`config.mk`:
```
export PLATFORM = sky130hd
export DESIGN_NAME = data_stack
export DESIGN_NICKNAME = d
export VERILOG_FILES = /design/src/rtl/data_stack_pkg.sv /design/src/rtl/data_stack_ram.sv /design/src/rtl/data_stack.sv
export SDC_FILE = /design/constraint.sdc
export NUM_CORES = 1
export LEC_CHECK = 0
export ABC_CLOCK_PERIOD_IN_PS = 3700
export BUFFER_PORTS_ARGS = -buffer_cell sky130_fd_sc_hd__buf_2
export CAP_MARGIN = 20
export CORE_ASPECT_RATIO = 1.1
export CORE_UTILIZATION = 35
export DETAILED_ROUTE_END_ITERATION = 8
export PLACE_DENSITY = 0.6
export SYNTH_ARGS = -nofsm -noshare
export SYNTH_HDL_FRONTEND = slang
export SYNTH_SLANG_ARGS = --single-unit
```
`constraint.sdc`:
```
create_clock -name clk -period 3.7 [get_ports clk]
set_input_delay 0.555 -clock clk [delete_from_list [all_inputs] [get_ports clk]]
set_output_delay 0.555 -clock clk [all_outputs]
set_load 0.03 [all_outputs]
```
`src/rtl/data_stack_pkg.sv`:
```
// Shared constants for the operand stack: op codes, FSM states, op decode.
package data_stack_pkg;

  localparam logic [2:0] STK_NOP  = 3'b000;
  localparam logic [2:0] STK_PUSH = 3'b001;
  localparam logic [2:0] STK_POP  = 3'b010;
  localparam logic [2:0] STK_DUP  = 3'b011;
  localparam logic [2:0] STK_SWAP = 3'b100;
  localparam logic [2:0] STK_CLR  = 3'b101;

  localparam logic [0:0] S_IDLE  = 1'b0;
  localparam logic [0:0] S_SWAP2 = 1'b1;

  // Folds unknown codes to NOP, then lets a PC pop fill an otherwise idle slot.
  function automatic logic [2:0] stk_decode(input logic [2:0] op, input logic pop);
    logic [2:0] e;
    e = (op > STK_CLR) ? STK_NOP : op;
    if (e == STK_NOP && pop == 1'b1) e = STK_POP;
    return e;
  endfunction

endpackage

```
`src/rtl/data_stack_ram.sv`:
```
// Stack storage: one synchronous write port, two asynchronous read ports.
module stack_ram #(
  parameter int DATA_LEN = 8,
  parameter int DEPTH    = 16,
  parameter int AW       = $clog2(DEPTH)
) (
  input  logic                clk,
  input  logic                we_i,
  input  logic [AW-1:0]       waddr_i,
  input  logic [DATA_LEN-1:0] wdata_i,
  input  logic [AW-1:0]       raddr_a_i,
  input  logic [AW-1:0]       raddr_b_i,
  output logic [DATA_LEN-1:0] rdata_a_o,
  output logic [DATA_LEN-1:0] rdata_b_o
);

  logic [DATA_LEN-1:0] mem_q [DEPTH];

  // Single write port; contents are not reset.
  always_ff @(posedge clk) begin
    if (we_i) mem_q[waddr_i] <= wdata_i;
  end

  assign rdata_a_o = mem_q[raddr_a_i];
  assign rdata_b_o = mem_q[raddr_b_i];

endmodule

```
`src/rtl/data_stack.sv`:
```
// LIFO operand stack: pointer, SWAP state machine, sticky error flags.
module data_stack
  import data_stack_pkg::*;
#(
  parameter int DATA_LEN = 8,
  parameter int DEPTH    = 16
) (
  input  logic                       clk,
  input  logic                       rst,
  input  logic [2:0]                 stk_op,
  input  logic [DATA_LEN-1:0]        stk_data_in,
  input  logic                       stk_pop,
  output logic [DATA_LEN-1:0]        stk_data_out,
  output logic [$clog2(DEPTH):0]     stk_count,
  output logic                       stk_empty,
  output logic                       stk_full,
  output logic                       stk_ovf,
  output logic                       stk_unf,
  output logic                       stk_ack
);

  localparam int AW = $clog2(DEPTH);
  localparam int CW = AW + 1;

  logic [CW-1:0]       count_q, count_d;
  logic [DATA_LEN-1:0] top_q, top_d, save_q, save_d;
  logic                ovf_q, ovf_d, unf_q, unf_d, ack_q, ack_d;
  logic [0:0]          state_q, state_d;
  logic                we;
  logic [AW-1:0]       waddr, ra1, ra2;
  logic [DATA_LEN-1:0] wdata, rd1, rd2;
  logic [2:0]          eop;
  logic                full, empty;

  assign ra1   = AW'(count_q - CW'(1));
  assign ra2   = AW'(count_q - CW'(2));
  assign full  = (count_q == CW'(DEPTH));
  assign empty = (count_q == '0);
  assign eop   = stk_decode(stk_op, stk_pop);

  stack_ram #(.DATA_LEN(DATA_LEN), .DEPTH(DEPTH), .AW(AW)) u_ram (
    .clk       (clk),
    .we_i      (we & ~rst),   // a reset cycle discards its op, RAM write included
    .waddr_i   (waddr),
    .wdata_i   (wdata),
    .raddr_a_i (ra1),
    .raddr_b_i (ra2),
    .rdata_a_o (rd1),
    .rdata_b_o (rd2)
  );

  // Next-state: decode the effective op against the current fill level.
  always_comb begin
    count_d = count_q;
    top_d   = top_q;
    save_d  = save_q;
    ovf_d   = ovf_q;
    unf_d   = unf_q;
    ack_d   = 1'b0;
    state_d = state_q;
    we      = 1'b0;
    waddr   = count_q[AW-1:0];
    wdata   = stk_data_in;
    if (state_q == S_SWAP2) begin
      // Second half of SWAP: old top lands in the lower slot; inputs ignored.
      we      = 1'b1;
      waddr   = ra2;
      wdata   = save_q;
      ack_d   = 1'b1;
      state_d = S_IDLE;
    end else begin
      case (eop)
        STK_PUSH, STK_DUP: begin
          if (eop == STK_DUP && empty) unf_d = 1'b1;
          else if (full) ovf_d = 1'b1;
          else begin
            we      = 1'b1;
            wdata   = (eop == STK_DUP) ? rd1 : stk_data_in;
            top_d   = wdata;
            count_d = count_q + CW'(1);
            ack_d   = 1'b1;
          end
        end
        STK_POP: begin
          if (empty) unf_d = 1'b1;
          else begin
            top_d   = (count_q == CW'(1)) ? '0 : rd2;
            count_d = count_q - CW'(1);
            ack_d   = 1'b1;
          end
        end
        STK_SWAP: begin
          if (count_q < CW'(2)) unf_d = 1'b1;
          else begin
            we      = 1'b1;
            waddr   = ra1;
            wdata   = rd2;
            top_d   = rd2;
            save_d  = rd1;
            state_d = S_SWAP2;
          end
        end
        STK_CLR: begin
          count_d = '0;
          top_d   = '0;
          ack_d   = 1'b1;
        end
        default: ;
      endcase
    end
  end

  // State registers with synchronous reset.
  always_ff @(posedge clk) begin
    if (rst) begin
      count_q <= '0;
      top_q   <= '0;
      save_q  <= '0;
      ovf_q   <= 1'b0;
      unf_q   <= 1'b0;
      ack_q   <= 1'b0;
      state_q <= S_IDLE;
    end else begin
      count_q <= count_d;
      top_q   <= top_d;
      save_q  <= save_d;
      ovf_q   <= ovf_d;
      unf_q   <= unf_d;
      ack_q   <= ack_d;
      state_q <= state_d;
    end
  end

  assign stk_data_out = top_q;
  assign stk_count    = count_q;
  assign stk_empty    = empty;
  assign stk_full     = full;
  assign stk_ovf      = ovf_q;
  assign stk_unf      = unf_q;
  assign stk_ack      = ack_q;

endmodule

```
After elaboration in Yosys (flattened, before gate mapping)
Memory sizes are Yosys's and may differ from the RTL's.
Cells that the tools add are included.
W data, S select, Z words.

word-level totals
  bits in registers = 25
  bits in latches = 0
  RAM bits = 128
  bits in read-only memories = 0
  input port bits = 14
  output and inout port bits = 18
  logic and storage cells = 82
  memories = 1

memory list
  memory       words  width  rd ports  clocked after memory_dff  write ports  RTL line              RTL
  u_ram.mem_q  16     8      2         0                         1            data_stack_ram.sv:17  logic [DATA_LEN-1:0] mem_q [DEPTH];

cells by class
  add/sub/neg operators = 3
  $mul = 0
  div/mod/pow operators = 0
  $lt $le $gt $ge = 2
  equality and inequality tests = 14
  shifts and indexed selects = 0
  mux-type cells = 35
  bitwise logic cells = 6
  reduce and logical (&&, ||, !) cells = 14

operator list
  cell                   number
  $mux W8                10
  $pmux W8 S4            1
  $pmux W8 S2            1
  $mux W5                3
  $pmux W5 S3            1
  $ne A2 B2 Y1 const B   7
  $mux W4                3
  $mux W1                11
  $reduce_and A5 Y1      2
  $eq A3 B2 Y1 const B   2
  $eq A3 B3 Y1 const B   2
  $mux W3                2
  $pmux W1 S3            2
  $reduce_and A6 Y1      1
  $reduce_bool A3 Y1     2
  $add A5 B1 Y5 const B  1
  $eq A5 B1 Y1 const B   1
  $eq A5 B5 Y1 const B   1
  $logic_not A5 Y1       1
  $lt A5 B2 Y1 const B   1
  $not A1 Y1             5
  $sub A5 B1 Y5 const B  1
  $reduce_and A4 Y1      1
  $reduce_bool A4 Y1     1
  other kinds (10)       11

Depth between registers and ports, before layout
  word-level depth = 13
  gate-level depth with buffers = 13
  mapped depth without buffers = 8

Cells and area by module
A second synthesis with hierarchy kept.

unflattened totals
  cells, all modules = 577
  area total of the unflattened synthesis = 8272.9 um^2

modules (own cells, without submodules)
  module      instances  cells an instance  area each (um^2)  sequential area each (um^2)
  stack_ram   1          291                6024.5            3843.7
  data_stack  1          286                2248.4            500.5

Worst setup path after synthesis
No wires, ideal clock.

  kind = register to register
  start point = register count_q[0], in the netlist stk_count[0]
  end point = memory u_ram.mem_q[0][7] (data pin)
  library setup time = 0.320 ns
  data arrival time = 3.655 ns
  data required time = 3.380 ns
  path slack = -0.275 ns
  cell stages (with the launch flop) = 14
  path buffers = 7
  clock period less this slack = 3.975 ns
  path through = dfxtp_1 > buf_6 > buf_2 > buf_2 > buf_4 > inv_1 > ha_1 > buf_4 > buf_2 > buf_2 > mux4_2 > mux4_2 > a21oi_1 > a2bb2oi_1

on the way
  word-level cells in the longest chain between the ends = 7
  elaborated cells on any way between the ends = 13
  those cells by class = 2 x add/sub; 1 x order compare; 1 x eq/ne; 6 x mux; 2 x reduce/logical; 1 x memory

ends and longest elaborated chain
  element                   RTL line              RTL
  start: declaration        data_stack.sv:25      logic [CW-1:0] count_q, count_d;
  start signal: assignment  data_stack.sv:124     count_q <= count_d;
  $sub A5 B1 Y5             --
  $mem_v2 Z16 W8            --
  $mux W8                   data_stack.sv:78      wdata = (eop == STK_DUP) ? rd1 : stk_data_in;
  $mux W8                   data_stack.sv:75      else if (full) ovf_d = 1'b1;
  $mux W8                   data_stack.sv:74      if (eop == STK_DUP && empty) unf_d = 1'b1;
  $pmux W8 S2 *             data_stack.sv:72      case (eop)
  $mux W8 *                 data_stack.sv:64      if (state_q == S_SWAP2) begin
  via u_ram.wdata_i[7]      data_stack_ram.sv:10  input logic [DATA_LEN-1:0] wdata_i,
  end: declaration          data_stack_ram.sv:17

Mark *: on every way through the listed nets, which the timed path passes. The rest lies on a longest branch.

Worst setup path in the final report
  start point = register count_q[1], in the netlist stk_count[1]
  end point = memory u_ram.mem_q[11][6] (data pin)

Same word-level chain as after synthesis.

==> results.yml <==
run_status:
  status: "complete, no violations"
synth:
  ys_seq_area_share_pct: 55.61
  yosysUniqueCellTypes: 60
  yosysTopAreaCell: "edfxtp_1"
  syn_avg_cell_area_um2: 14.39
  yosysTopAreaCellShare_pct: 49.20
  ys_seq_elements: 153
  async_flop_share_pct: 0
  synth.cell_area_um2: 7812
  ys_warn_count: 0
  synth-edff-count: 128
  syn_inst: 543
  synth.area.top_cells: "edfxtp_1 49%, mux4_2 21%, dfxtp_1 6.4%"
  synthFlopType: "edfxtp_1"
  syn_nets: 563
place:
  dp_hpwl_um: 14720
  numPortBuffers: 31
  globalplace.congestion: 0.9249
  pre_cts_ws_ns: 0.2406
  dp_cells: 875
clock_tree:
  insertion_delay_ns: 0.44
  cts_root_buf: "clkbuf_16"
  path_clk_slew_ns: 0.06
  cts_made_buffers: 17
  cts_sinks: 153
  cts_tree: "built"
  cts_resized: 0
  post_cts_buffers: 0
  htreeDepth: 4
  cts.path.max_buffers: 2
  holdBufCountCts: 0
floorplanning:
  die_area_um2: 22920
  placementRows: 56
  coreArea_um2: 21580
  initial_core_util_pct: 36.20
  ios: 32
  dieWidth_um: 144.5
  die_y_um: 158.7
grt:
  grt_util_met1_pct: 23.84
  grt_use_met2_pct: 31.32
  grt_max_degree: 76
  grt_pass1_vias: 5256
  antenna_found_initial: 0
  top_usage_layer: "met2"
  use_met3_pct: 5.925
  grt_util_all_layers_pct: 19.49
  grt_pass1_wl_um: 31680
  grt_overflow_total: 0
sta:
  hold_violations: 0
  setup_tns_ns: 0
  slew_headroom_pct: 31.43
  rsz0062_at_grt: "no"
  fin_crit_sh_pct: 92.88
  slew_violations: 0
  setup_viol: 0
  fmax_ghz: 0.2910
  tightestPinTransition_ns: 1.029
  finClkSkew_ns: 0.01082
  fin_ws_ns: 0.2633
  post-route-min-period_ns: 3.437
layout:
  layout.nets: 628
  multiInputGateArea_um2: 3237
  n_fill_cell: 1976
  syn_to_final_growth_pct: 17.22
  ff_latch_area_um2: 4349
  layout-drive-gt1-share_pct: 32.37
  num_antenna_cells: 0
  instances_no_fill: 911
detailed_routing:
  via_per_inst: 5.937
  drt_wl_total_um: 21310
  vias: 5409
  drcViolationCount: 0
  firstDrtPassIters: 6
  first_iter_violations: 530
  ant_nets: 0
  routedWlPerCell_um: 23.39
pwr:
  powerDensity_nw_per_um2: 602.6
  peakVddDrop_v: 0.0002629
  p_sw_mw: 1.788
  seqPwrFrac_pct: 36.9
  combPwrFrac_pct: 32.5
  intPower_mw: 3.730
  pwr-share-clk_pct: 30.6
  switching_share_pct: 32.41
  p_leak_nw: 3.040
setup_path:
  crit_fanout: 16
  crit_top_cell: "buf_4"
  crit_path_start_kind: "register"
  critPathKind: "register to register"
  cp_top_family: "compound AO/OA/AOI/OAI gates"
  critical_path_required_ns: 3.79
  cp_slowest_cell: "a21oi_1"
  endpoint_kind: "register"
  worstPathCellList: "clkinv_1, buf_4, ha_1, buf_4, mux4_2, nor3_1, a211oi_1, a221oi_1, a21oi_1"
  worst-path-buf-inv: 3
  cpPeakStageDelay_ns: 0.80
  cp.arrival_ns: 3.52
min_path:
  hold_class: "register to register"
flow_run:
  max_cap_violations: 0
sequential cells by signal, indices dropped and copies added (netlist names):
| signal | flops |
|---|---|
| save_q | 8 |
| u_ram.mem_q | 128 |
| stk_ack | 1 |
| stk_data_out | 8 |
| stk_unf | 1 |
| stk_count | 5 |
| state_q | 1 |
| stk_ovf | 1 |
stage by stage:
stage | area [µm²] | util (%) | total power [mW] | hold WS (ns)
after floorplan | 7823 | - | 3.314 | 0.4363
after global placement | 8542 | 39.58 | 3.814 | 0.4425
after detailed placement | 8553 | 39.63 | 3.840 | 0.4465
after CTS | 9128 | 42.29 | 5.519 | 0.4489
after global routing | 9158 | 42.43 | 5.733 | 0.4742
final | 9158 | 42.43 | 5.518 | 0.4556
worst paths after layout:
check	start	end	slack [ns]	cells after the start
setup / recovery	stk_count[1]	u_ram.mem_q[11][6]	0.26	9
setup reg to reg	stk_count[1]	u_ram.mem_q[11][6]	0.26	9
hold reg to reg	save_q[1]	save_q[1]	0.46	2
hold / removal	save_q[1]	save_q[1]	0.46	2
synth_stat cells, drive strengths merged (7+ instances only):
cell type  number
nand2          41
buf            24
nor3            8
nand3          15
nor2           45
o22ai          14
o21ai          12
a221oi         10
a21oi          31
dfxtp          25
clkbuf         16
a22oi           8
edfxtp        128
a211oi          7
inv             9
mux4           72
cell type report:
class / count / share of cell area (%)
clock buffer: 17 / 4.645
clock inverter: 15 / 1.626
inverter: 10 / 0.4099
multi-input combinational: 340 / 35.35
sequential: 153 / 47.49
tap: 290 / 3.962
timing repair buffer: 86 / 6.517
kinds of logic (layout without fill, tap and decap cells):
group | Yosys count | count (layout) | share of synthesized area [%]
buffers and inverters | 50 | 128 | 2.995
multiplexers | 79 | 79 | 21.67
flip-flops | 153 | 153 | 55.61
AO/OA/AOI/OAI | 107 | 107 | 9.289
adder cells (fa/ha/maj) | 6 | 6 | 0.9609
AND/OR/NAND/NOR | 141 | 141 | 8.360
XOR/XNOR | 7 | 7 | 1.121
layout by cell type, fill, tap and decap left out, drive strengths merged, types with 8 or more instances in the layout:
cell / count
mux4: 72
a221oi: 10
a22oi: 8
buf: 86
nor2: 45
nor3: 8
nand2: 41
clkinv: 8
a21oi: 31
edfxtp: 128
o22ai: 14
o21ai: 12
inv: 12
dfxtp: 25
nand3: 15
clkbuf: 17
worst register-to-register path, delay by kind of cell (launching register included):
family | cells | cell delay [ns]
and+or+nand+nor | 1 | 0.10
adders and majority gates | 1 | 0.47
muxes | 1 | 0.28
AOI/OAI and AO/OA | 3 | 1.34
DFF | 1 | 0.33
buffers and inverters | 3 | 0.58
power by group through the flow:
stage | combinational (mW) | clock, mW | sequential [mW]
final | 1.79 | 1.69 | 2.04
after global routing | 1.91 | 1.78 | 2.04
after CTS | 1.78 | 1.70 | 2.04
after detailed placement | 1.76 | 0 | 2.08
after global placement | 1.74 | 0 | 2.07
after floorplan | 1.19 | 0 | 2.13
routing by layer:
metal,share of wire (%),wire (µm)
met1,39,8340
met2,48,10300
met3,8.7,1852
met4,3.8,810
met5,0,0
No activity file was read; power rests on OpenSTA's default activity.
